<file path="src/rtl/axi4l_pkg.sv">
// Shared AXI4-Lite definitions: response codes and default slave-side widths.
// Used by the terminator slave, the ROM slave and the interconnect.
package axi4l_pkg;

    typedef enum logic [1:0] {
        OKAY   = 2'b00,
        EXOKAY = 2'b01,
        SLVERR = 2'b10,
        DECERR = 2'b11
    } resp_t;

    localparam int AXI4L_ADDR_SIZE = 10;
    localparam int AXI4L_DATA_SIZE = 32;

    function automatic int strb_width(input int data_size);
        return data_size / 8;
    endfunction

endpackage

</file>
<file path="src/rtl/axi4l_decerr_slave.sv">
// Default AXI4-Lite terminator: completes every read and write with DECERR so a
// master addressing an unmapped window always gets a response.
module axi4l_decerr_slave
    import axi4l_pkg::*;
#(
    parameter int                   ADDR_SIZE  = AXI4L_ADDR_SIZE,
    parameter int                   DATA_SIZE  = AXI4L_DATA_SIZE,
    parameter logic [DATA_SIZE-1:0] RDATA_FILL = '0
) (
    input  logic                   ACLK,
    input  logic                   ARESETn,
    input  logic [ADDR_SIZE-1:0]   awaddr,
    input  logic [2:0]             awprot,
    input  logic                   awvalid,
    output logic                   awready,
    input  logic [DATA_SIZE-1:0]   wdata,
    input  logic [DATA_SIZE/8-1:0] wstrb,
    input  logic                   wvalid,
    output logic                   wready,
    output logic [1:0]             bresp,
    output logic                   bvalid,
    input  logic                   bready,
    input  logic [ADDR_SIZE-1:0]   araddr,
    input  logic [2:0]             arprot,
    input  logic                   arvalid,
    output logic                   arready,
    output logic [DATA_SIZE-1:0]   rdata,
    output logic [1:0]             rresp,
    output logic                   rvalid,
    input  logic                   rready
);

    // Handshake rule on every channel: a transfer happens at a rising ACLK edge
    // where valid && ready; a raised valid and its payload stay put until then.

    logic aw_seen;
    logic w_seen;
    logic aw_hs;
    logic w_hs;
    logic ar_hs;
    logic unused_inputs;

    // Address, protection, data and strobes never influence the response.
    assign unused_inputs = ^{awaddr, awprot, wdata, wstrb, araddr, arprot};

    assign awready = !aw_seen && !bvalid && ARESETn;
    assign wready  = !w_seen && !bvalid && ARESETn;
    assign arready = !rvalid && ARESETn;

    assign aw_hs = awvalid && awready;
    assign w_hs  = wvalid && wready;
    assign ar_hs = arvalid && arready;

    // Join AW and W in any order; the response issues once both have landed.
    always_ff @(posedge ACLK or negedge ARESETn) begin
        if (!ARESETn) begin
            aw_seen <= 1'b0;
            w_seen  <= 1'b0;
            bvalid  <= 1'b0;
            bresp   <= OKAY;
        end else if (bvalid) begin
            if (bready) begin
                bvalid <= 1'b0;
                bresp  <= OKAY;
            end
        end else if ((aw_seen || aw_hs) && (w_seen || w_hs)) begin
            aw_seen <= 1'b0;
            w_seen  <= 1'b0;
            bvalid  <= 1'b1;
            bresp   <= DECERR;
        end else begin
            if (aw_hs) aw_seen <= 1'b1;
            if (w_hs)  w_seen  <= 1'b1;
        end
    end

    always_ff @(posedge ACLK or negedge ARESETn) begin
        if (!ARESETn) begin
            rvalid <= 1'b0;
            rresp  <= OKAY;
            rdata  <= '0;
        end else if (rvalid) begin
            if (rready) begin
                rvalid <= 1'b0;
                rresp  <= OKAY;
                rdata  <= '0;
            end
        end else if (ar_hs) begin
            rvalid <= 1'b1;
            rresp  <= DECERR;
            rdata  <= RDATA_FILL;
        end
    end

endmodule

</file>
<file path="config.mk">
export PLATFORM = sky130hd
export DESIGN_NAME = axi4l_decerr_slave
export DESIGN_NICKNAME = d
export VERILOG_FILES = /design/src/rtl/axi4l_pkg.sv /design/src/rtl/axi4l_decerr_slave.sv
export SDC_FILE = /design/constraint.sdc
export NUM_CORES = 1
export LEC_CHECK = 0
export BUFFER_PORTS_ARGS = -buffer_cell sky130_fd_sc_hd__buf_2
export CORE_ASPECT_RATIO = 1.25
export CORE_MARGIN = 1.5
export CORE_UTILIZATION = 26
export CTS_CLUSTER_SIZE = 20
export DETAILED_ROUTE_END_ITERATION = 6
export PLACE_DENSITY = 0.85
export SLEW_MARGIN = 20
export SYNTH_ARGS = -nofsm -noshare
export SYNTH_HDL_FRONTEND = slang
export SYNTH_SLANG_ARGS = --single-unit
</file>
<file path="constraint.sdc">
create_clock -name ACLK -period 1.47 [get_ports ACLK]
set_input_delay 0.294 -clock ACLK [delete_from_list [all_inputs] [get_ports ACLK]]
set_output_delay 0.294 -clock ACLK [all_outputs]
set_load 0.01 [all_outputs]
</file>
# ---- Word-level counts from Yosys, hierarchy flattened
# Cells that the tools add are included.
# Widths: inputs -> output; s select.
dict set report classes {
  eq_ne 2
  muxes 19
  n_bitwise 1
  n_reduce_logical 23
}
# cell n
set op_table {}
lappend op_table {{$mux 32} 3}
lappend op_table {{$mux 2} 6}
lappend op_table {{$mux 1} 10}
lappend op_table {{$logic_and 1x1->1} 9}
lappend op_table {{$reduce_and 2->1} 4}
lappend op_table {{$reduce_bool 2->1} 4}
lappend op_table {{$logic_not 1->1} 4}
lappend op_table {{$ne 2x1->1 const B} 2}
lappend op_table {{$logic_or 1x1->1} 2}
lappend op_table {{$not 1->1} 1}
dict set report word_totals {
  reg_bits 40
  in_bits 69
  out_inout_bits 41
  word_cells 52
}

# ---- Longest topological paths before layout
# Gate-level depths: netlist of the first run.
dict set report depth {
  ltp_word 8
  depth_mapped 3
  depth_no_buf 3
}

# ---- Worst setup path before layout of the first run
# No wires, ideal clock.
dict set report synth_path {
  kind {register -> output}
  from {register bvalid}
  to {output awready}
  arrival_ns 0.771
  required_ns 1.176
  slack_ns 0.405
  stages_incl_launch_ff 4
  cell_sequence {dfrtp_1 -> inv_1 -> nand2_1 -> nor2_1}
}
dict set report synth_between {
  elab_chain_cells 3
}
# element line
set synth_rtl {}
lappend synth_rtl {{start, declared} axi4l_decerr_slave.sv:21} ;# output logic bvalid,
lappend synth_rtl {{start signal, assigned} axi4l_decerr_slave.sv:59} ;# bvalid <= 1'b0;
lappend synth_rtl {{start signal, assigned} axi4l_decerr_slave.sv:63} ;# bvalid <= 1'b0;
lappend synth_rtl {{start signal, assigned} axi4l_decerr_slave.sv:69} ;# bvalid <= 1'b1;
lappend synth_rtl {{$logic_not 1->1} axi4l_decerr_slave.sv:46} ;# assign awready = !aw_seen && !bvalid && ARESETn;
lappend synth_rtl {{$logic_and 1x1->1 (2 in a row)} axi4l_decerr_slave.sv:46}
lappend synth_rtl {{end, declared} axi4l_decerr_slave.sv:15} ;# output logic awready,
# Every way passes these cells.

# ---- Final worst setup path of the first run
# Same ends and word-level chain as after synthesis.

==> results of run 1 <==
-- cells in the final DEF (no fill, tap or decap), types with 2 or more instances in the layout --
| cell | instances |
|---|---|
| conb_1 | 32 |
| buf_2 | 15 |
| nand2_1 | 5 |
| dfrtp_1 | 5 |
| nor2_1 | 3 |
| a21oi_1 | 3 |
| clkbuf_4 | 3 |
| buf_4 | 3 |
| inv_1 | 2 |
| o22ai_1 | 2 |
-- repair_timing --
action,4_1_cts,5_1_grt
endpoints found under the hold margin,2,0
setup endpoints to repair,0,2
resized for setup,0,1
hold buffers,1,0
buffers inserted,0,2
-- final cells by class --
class,count,area share [%]
tap,20,4.51
multi-input combinational,53,43.3
timing repair buffer,19,19.4
clock buffer,3,4.06
sequential,6,27.3
inverter,2,1.35
-- cells by family after synthesis --
logic type / after synthesis / share of synthesized area, %
buf+inv: 36 / 49.0
mux: 1 / 1.86
simple gates: 11 / 10.5
other cells: 1 / 0.699
compound gates: 9 / 10.0
flops: 6 / 28.0
-- per-stage QoR --
step | util (%) | hold WS (ps) | power, W
after floorplan | - | -1.59 | 0.000567
after global routing | 28.3 | 63.4 | 0.000863
after global placement | 25.8 | 134 | 0.000590
final | 28.3 | 61.2 | 0.000785
after CTS | 27.5 | 52.1 | 0.000760
after detailed placement | 25.8 | 136 | 0.000601
-- power by group --
group | switching, W | total, W | internal [W]
Clock | 0.0000538 | 0.000146 | 0.0000920
Combinational | 0.000188 | 0.000341 | 0.000153
Sequential | 0.0000663 | 0.000298 | 0.000232
Total | 0.000308 | 0.000785 | 0.000476
-- sequential cells by signal, summed over array words and instances, names as in the netlist --
register  count
aw_seen       1
bresp         1
bvalid        1
rresp         1
rvalid        1
w_seen        1
-- synthesized netlist by cell type, drive strengths merged --
| cell | number |
|---|---|
| mux2i | 1 |
| buf | 34 |
| o22ai | 2 |
| a21oi | 3 |
| o21ai | 1 |
| nand2 | 5 |
| nor3 | 1 |
| dfrtp | 6 |
| nor2 | 3 |
| conb | 1 |
| a21o | 1 |
| nor2b | 1 |
| o21bai | 1 |
| a31oi | 1 |
| nor4bb | 1 |
| inv | 2 |
-- worst reg2reg max path, stage by stage (launching register included) --
cell and delay (ps):
dfrtp_2 410, buf_4 140, nor4bb_1 260, a21oi_1 60, o21ai_1 120
-- per-layer routing --
metal / wire (um) / vias to the layer above / global-route usage [%] / part of all wire (%)
li1: - / 178 / - / -
met1: 329 / 168 / 7.69 / 42
met2: 346 / 32 / 11.0 / 44
met3: 115 / 0 / 4.36 / 15
met4: 0 / 0 / 3.03 / 0
met5: 0 / - / 0 / 0
-- final timing paths --
path,startpoint,end,slack (ps),cells after the start
max,bvalid,awready,130,4
min,ARESETn,aw_seen,60,2
max reg2reg,bvalid,aw_seen,400,4
min reg2reg,bresp[0],bresp[0],500,1
max in group asynchronous,ARESETn,w_seen,820,2
min in group ACLK,bready,bvalid,230,2
==> impl_metrics.json, run 1 <==
{
  "status": "finished, final reports clean",
  "viasPerCell": 3.67,
  "dr.first_iter.drc_count": 0,
  "first_pass_iters": 1,
  "cts_root_buf": "clkbuf_4",
  "syn_inst": 64,
  "required_ps": 1180,
  "critPathBufInv": 2,
  "fp-row-count": 18,
  "die_h_um": 53.8,
  "clkLatencyLatePin_ps": 240,
  "hold_path_class": "input port to asynchronous set/reset pin",
  "die-area_um2": 2350,
  "io_buffers": 15,
  "cp_max_fo": 4,
  "remaining_drc_errors": 0,
  "yosysSeqAreaShare_pct": 28.0,
  "cp_top_family": "flip-flops",
  "final_hold_viol_count": 0,
  "power.leakage_nw": 0.327,
  "powerDensity_nw_per_um2": 1420,
  "path_cells": "inv_1 -> nand2_1 -> nor2_1 -> buf_2",
  "vias": 378,
  "wirelength_um": 791,
  "min_period_over_period_pct": 91.3,
  "synth_area_leader_cell": "buf_4",
  "rsz0062_at_grt": "false",
  "grt_pass1_vias": 274,
  "stdcell_count": 103,
  "fin_ws_ps": 128,
  "syn_area_per_cell_um2": 8.39,
  "syn_area_um2": 537,
  "overflow": 0,
  "ant_nets": 0,
  "wl_per_cell_um": 7.68,
  "fmax_mhz": 745,
  "grt_max_degree": 10,
  "critPathLaunchType": "register",
  "die_w_um": 43.6,
  "cts_buffers": 3,
  "grt_first_pass_wirelength_mm": 1.16,
  "seq_area_um2": 151,
  "n_fill_cell": 216,
  "area_growth_syn_to_layout_pct": 3.26,
  "clock_skew_ps": 0.354,
  "fin_crit_ps": 1340,
  "worstSetupPathType": "register to primary output",
  "gp_congestion": 0.714,
  "track_usage_pct": 7.09,
  "crit_path_end_kind": "primary output",
  "synth_top_area_share_pct": 47.6,
  "num_antenna_cells": 0,
  "initial_utilization_pct": 27.4,
  "maxCapViolCount": 0,
  "dpl.hpwl_um": 643,
  "drive_above_1_share_pct": 27.7,
  "cts.clk_slew.worst_paths_ps": 40,
  "peakVddDrop_v": 0.000684,
  "dpl-instance-area_um2": 505,
  "multi_input_area_um2": 240,
  "pre_cts_ws_ps": 315,
  "final_cell_area_um2": 554,
  "cp_slowest_cell": "dfrtp_2",
  "nNetsFinal": 154,
  "clkSinkCount": 6,
  "core_um2": 1960,
  "antenna_found_initial": 0,
  "cts_tree": "yes",
  "setup_tns_ps": 0,
  "ys_types": 16,
  "ios": 110,
  "yosys_warnings": 0,
  "cts_max_level": 1,
  "max_stage_delay_ps": 410,
  "setup_viol": 0,
  "post-place-cells": 97,
  "synth_area_leaders": "buf_4 48%, dfrtp_1 28%, nand2_1 3.5%",
  "final_max_slew_viol_count": 0,
  "clockBufferDepth": 2,
  "ys_ff_latch": 6,
  "critical_path_arrival_ps": 1050
}
Note: power is estimated with default switching activity, not from simulation.
==> run 2, diff against run 1 <==
--- a/config.mk
+++ b/config.mk
@@ -5,13 +5,14 @@
 export SDC_FILE = /design/constraint.sdc
 export NUM_CORES = 1
 export LEC_CHECK = 0
+export ABC_AREA = 1
 export BUFFER_PORTS_ARGS = -buffer_cell sky130_fd_sc_hd__buf_2
 export CORE_ASPECT_RATIO = 1.25
 export CORE_MARGIN = 1.5
-export CORE_UTILIZATION = 26
+export CORE_UTILIZATION = 24
 export CTS_CLUSTER_SIZE = 20
 export DETAILED_ROUTE_END_ITERATION = 6
-export PLACE_DENSITY = 0.85
+export PLACE_DENSITY = 0.8
 export SLEW_MARGIN = 20
 export SYNTH_ARGS = -nofsm -noshare
 export SYNTH_HDL_FRONTEND = slang
==> constraint.sdc (replaced) <==
create_clock -name ACLK -period 1.45 [get_ports ACLK]
set_input_delay 0.29 -clock ACLK [delete_from_list [all_inputs] [get_ports ACLK]]
set_output_delay 0.29 -clock ACLK [all_outputs]
set_load 0.01 [all_outputs]
==> run 2 against run 1 <==
Synthesized area shrank 1.6%. First-iteration DRC count grew 4. Total power shrank 7.2%. Count of clock-buffer cells in the layout is the same. Synthesized cell count grew 9.4%. Utilization shrank 1.7 points. Non-clock buffer count shrank 1. Clock power grew 4%. Sequential share of layout area grew 0.53 points. Wire length is the same. Largest cell class unchanged.
==> impl_metrics.json, run 2 <==
{
  "cts_max_level": 1,
  "ios": 110,
  "grt_max_degree": 8,
  "synthTopCellsByCount": "34 x buf_4, 11 x nand2_1, 7 x inv_1",
  "ys_dominant_reg_cell": "dfrtp_1",
  "critical_path_arrival_ps": 1480,
  "grt-busiest-layer": "met1",
  "wirelength_um": 791,
  "worstSetupPathType": "input port to register",
  "ant_nets": 0,
  "min_period_over_period_pct": 93.3,
  "r2r-end": "aw_seen",
  "nNetsFinal": 159,
  "yosys_warnings": 0,
  "cts_buffers": 3,
  "antenna_found_initial": 0,
  "synth_area_leader_cell": "buf_4",
  "drive_above_1_share_pct": 23.9,
  "syn_area_um2": 528,
  "track_usage_pct": 6.80,
  "hold_path_depth": 2,
  "met2_usage_pct": 8.37,
  "hold_slack_ps": 240,
  "grt_pass1_vias": 283,
  "core_um2": 2030,
  "synth_area_leaders": "buf_4 48%, dfrtp_1 28%, nand2_1 7.8%",
  "critPathLaunchType": "input port",
  "num_antenna_cells": 0,
  "r2r_slack_ps": 540,
  "powerDensity_nw_per_um2": 1350,
  "dr.first_iter.drc_count": 4,
  "power.leakage_nw": 0.355,
  "post_cts.repair.setup_buffers": 0,
  "fp-row-count": 18,
  "min_to": "rvalid",
  "cp_max_fo": 5,
  "n_fill_cell": 238,
  "clockBufferDepth": 2,
  "setup_tns_ps": 0,
  "syn_area_per_cell_um2": 7.54,
  "first_pass_iters": 2,
  "final_max_slew_viol_count": 0,
  "status": "finished, final reports clean",
  "area_growth_syn_to_layout_pct": 2.13,
  "final_common_cell": "conb_1",
  "hp-start": "rready",
  "cts_root_buf": "clkbuf_4",
  "yosysSeqAreaShare_pct": 28.4,
  "ys_types": 11,
  "dpl.hpwl_um": 624,
  "gp_congestion": 0.700,
  "synth_top_area_share_pct": 48.3,
  "overflow": 0,
  "cts.clk_slew.worst_paths_ps": 40,
  "fmax_mhz": 739,
  "viasPerCell": 3.47,
  "initial_utilization_pct": 26.0,
  "vias": 375,
  "remaining_drc_errors": 0,
  "met1_usage_pct": 8.40,
  "peakVddDrop_v": 0.000491,
  "required_ps": 1580,
  "r2r_start": "bvalid",
  "clock_skew_ps": 0.435,
  "maxCapViolCount": 0,
  "reg2regPathDepth": 6,
  "final_cell_mix": "32 x conb_1, 15 x buf_2, 11 x nand2_1, 7 x inv_1, 6 x dfrtp_1",
  "synthArstFlopShare_pct": 100,
  "die_h_um": 55.4,
  "synth_most_common_cell": "buf_4",
  "syn_inst": 70,
  "final_hold_viol_count": 0,
  "ys_ff_latch": 6,
  "fin_crit_ps": 1350,
  "die_w_um": 45.0,
  "use_met3_pct": 6.86,
  "clkSinkCount": 6,
  "crit_path_end_kind": "register",
  "grt_first_pass_wirelength_mm": 1.18,
  "io_buffers": 15,
  "synth_edf_count": 0,
  "cts_tree": "yes",
  "seq_area_um2": 150,
  "multi_input_area_um2": 209,
  "die-area_um2": 2490,
  "clkLatencyLatePin_ps": 240,
  "hold_path_class": "input port to register",
  "setup_viol": 0,
  "rsz0062_at_grt": "false",
  "wl_per_cell_um": 7.32
}
==> run 2: logic make-up (layout without fill, tap and decap cells) <==
group,after synthesis,in the layout,share of synthesized area (%)
flops,6,6,28.4
other cells,1,32,0.710
simple gates,18,18,14.0
compound gates,3,3,2.84
buf+inv,42,29,54.0
==> run 2: stage by stage <==
step | cell area, um^2 | utilization, % | power [W] | std cells | worst slack, ps
finish | 539 | 26.6 | 0.000729 | 108 | 96.7
global route | 539 | 26.6 | 0.000806 | 108 | 11.5
CTS | 539 | 26.6 | 0.000742 | 108 | 104
detailed placement | 497 | 24.5 | 0.000575 | 103 | 377
global placement | 497 | 24.5 | 0.000565 | 103 | 370
floorplan | 644 | - | 0.000553 | 101 | 415
==> run 2: where the power goes <==
part | switching, W | internal, W | leakage [nW]
Sequential | 0.0000344 | 0.000227 | 0.0736
Combinational | 0.000204 | 0.000111 | 0.267
Clock | 0.0000588 | 0.0000935 | 0.0138
==> run 2: routing by layer <==
metal	vias up	part of all wire (%)
met1	157	41
met5	-	0
met2	38	41
met3	0	18
li1	180	-
met4	0	0
==> run 2: worst max-delay path by stage <==
stage	start	to	slack, ps	cells past startpoint
after detailed placement	bvalid	awready	380	4
after global placement	bvalid	awready	370	4
final	ARESETn	bresp[0]	100	7
after CTS	bvalid	wready	100	4
after floorplan	bvalid	awready	410	3
after global routing	bvalid	wready	10	4
==> run 2: what timing repair did <==
| item | CTS | global route |
|---|---|---|
| hold buffers | 2 | 0 |
| endpoints found under the hold margin | 3 | 0 |
| gates resized for setup | 0 | 0 |
==> run 2: area by class of cell <==
class,count,share of cell area (%)
Clock buffer,3,4.18
Multi-Input combinational cell,53,38.7
Sequential cell,6,27.8
Timing Repair Buffer,18,19.0
Tap cell,20,4.64
Inverter,8,5.57
==> run 2: critical path: stages <==
cell	delay [ps]
buf_2	130
dlygate4sd3_1	590
buf_4	160
nand3_1	90
nand2_2	70
nand3_1	100
nand2_1	60
==> run 3, diff against run 2 <==
==> constraint.sdc (replaced) <==
create_clock -name ACLK -period 1.4 [get_ports ACLK]
set_input_delay 0.28 -clock ACLK [delete_from_list [all_inputs] [get_ports ACLK]]
set_output_delay 0.28 -clock ACLK [all_outputs]
set_load 0.01 [all_outputs]
==> run 3 against run 2 <==
Via count up 2.7%. Worst hold slack got worse by 11 ps. Count of clock-buffer cells in the layout is the same. Clock power increased by 4%. Cell count up 2.8%. First-iteration DRC count shrank 25%. Sequential share of layout area down 1.1 points. Non-clock buffer count rose by 3. Wire length increased by 1.5%. Sequential cell count did not move. Final area rose by 4.2%. Utilization grew 1.1 points.
==> impl_metrics.json, run 3 (synthesis gave the netlist of run 2 again) <==
{
  "viasPerCell": 3.47,
  "clockBufferDepth": 2,
  "clock_skew_ps": 0.319,
  "final_common_cell": "conb_1",
  "reg2regPathDepth": 6,
  "overflow": 0,
  "r2r_start": "bvalid",
  "stdcell_count": 111,
  "top_layer_used": "met3",
  "sw_frac_of_total_pct": 39.5,
  "critPathLaunchType": "input port",
  "rsz0062_at_grt": "false",
  "die_w_um": 45.0,
  "initial_utilization_pct": 26.0,
  "crit_path_end_kind": "register",
  "r2r_slack_ps": 430,
  "power.leakage_nw": 0.368,
  "fmax_mhz": 747,
  "worstSetupEndpoint": "bresp[0]",
  "antenna_found_initial": 0,
  "maxCapViolCount": 0,
  "setup_viol": 0,
  "clock_power_share_pct": 19.8,
  "cts_tree": "yes",
  "worstSetupPathType": "input port to register",
  "grt_first_pass_wirelength_mm": 1.18,
  "final_max_slew_viol_count": 0,
  "cp_max_fo": 5,
  "num_antenna_cells": 0,
  "track_usage_pct": 6.80,
  "nNetsFinal": 162,
  "cts.clk_slew.worst_paths_ps": 40,
  "die-area_um2": 2490,
  "fin_ws_ps": 62.1,
  "wl_per_cell_um": 7.23,
  "gp_congestion": 0.700,
  "grt_pass1_vias": 283,
  "fin_crit_ps": 1340,
  "wl_met3_um": 141,
  "drive_above_1_share_pct": 26.4,
  "p_seq_share_pct": 33.8,
  "area_growth_syn_to_layout_pct": 6.40,
  "final_cell_mix": "32 x conb_1, 15 x buf_2, 11 x nand2_1, 7 x inv_1, 6 x dfrtp_1",
  "ant_nets": 0,
  "hold_path_class": "input port to register",
  "clkLatencyLatePin_ps": 240,
  "core_um2": 2030,
  "worstSetupStartpoint": "ARESETn",
  "met1_length_um": 328,
  "clkSinkCount": 6,
  "p_int_w": 0.000484,
  "post-place-cells": 103,
  "dpl.hpwl_um": 624,
  "status": "finished, final reports clean",
  "ios": 110,
  "cts_root_buf": "clkbuf_4",
  "peakVddDrop_v": 0.000529,
  "vias": 385,
  "cts_buffers": 3,
  "first_pass_iters": 4,
  "r2r-end": "bresp[0]",
  "min_period_over_period_pct": 95.6,
  "required_ps": 1530,
  "remaining_drc_errors": 0,
  "pwr-share-comb_pct": 46.4,
  "wirelength_um": 803,
  "dr.first_iter.drc_count": 3,
  "io_buffers": 15,
  "powerDensity_nw_per_um2": 1420,
  "grt_max_degree": 8,
  "critical_path_arrival_ps": 1460,
  "cts_max_level": 1,
  "final_hold_viol_count": 0,
  "power_switching_w": 0.000316,
  "die_h_um": 55.4,
  "dr_wl_met2_um": 333,
  "setup_tns_ps": 0,
  "pre_cts_ws_ps": 337,
  "fp-row-count": 18
}
==> run 3: changes by cell type in the layout (fill, tap and decap cells not counted), sizes merged <==
cell  previous run  this run
buf             16        19
==> run 3: final cells by class <==
class / instances / area, um^2
flip-flops and latches: 6 / 150
well taps: 20 / 25.0
multi-input cells: 53 / 209
clock buffers: 3 / 22.5
repair buffers: 21 / 125
inverters: 8 / 30.0
fillers: 236 / 1470
==> run 3: how the worst min path moves through the flow <==
stage / slack, ps / end / depth (start not counted) / start
finish: 230 / rvalid / 2 / rready
global route: 240 / rvalid / 2 / rready
CTS: 220 / rvalid / 2 / rready
detailed placement: 110 / bvalid / 1 / ARESETn
global placement: 110 / bvalid / 1 / ARESETn
floorplan: -20 / aw_seen / 0 / ARESETn
==> run 3: layer usage <==
metal  global-route usage [%]  vias up
met5                        0        -
met3                     6.86        0
li1                         -      184
met1                     8.40      163
met2                     8.37       38
met4                     1.26        0
==> run 3: repair_timing <==
item	4_1_cts	5_1_grt
setup endpoints to repair	0	2
hold endpoints to repair	3	0
gates resized for setup	0	0
setup buffers	0	3
hold buffers	2	0
==> run 3: power by group through the flow <==
stage          Sequential, W  Combinational, W  Clock, W
2_1_floorplan       0.000289          0.000283         0
3_3_place_gp        0.000272          0.000313         0
3_5_place_dp        0.000273          0.000322         0
4_1_cts             0.000271          0.000328  0.000169
5_1_grt             0.000280          0.000416  0.000188
6_report            0.000270          0.000371  0.000158
==> run 3: worst max-delay path, cell delays in order <==
cell and delay, ps:
buf_2 130, dlygate4sd3_1 590, buf_4 160, nand3_1 90, nand2_2 60, nand3_1 100, nand2_1 50
==> run 3: per-stage QoR <==
stage	cell area (um^2)	total power (W)	hold slack [ps]	utilization, %
finish	562	0.000800	229	27.7
CTS	539	0.000769	218	26.6
global placement	497	0.000586	107	24.5
detailed placement	497	0.000595	112	24.5
global route	562	0.000883	237	27.7
floorplan	644	0.000572	-15.6	-
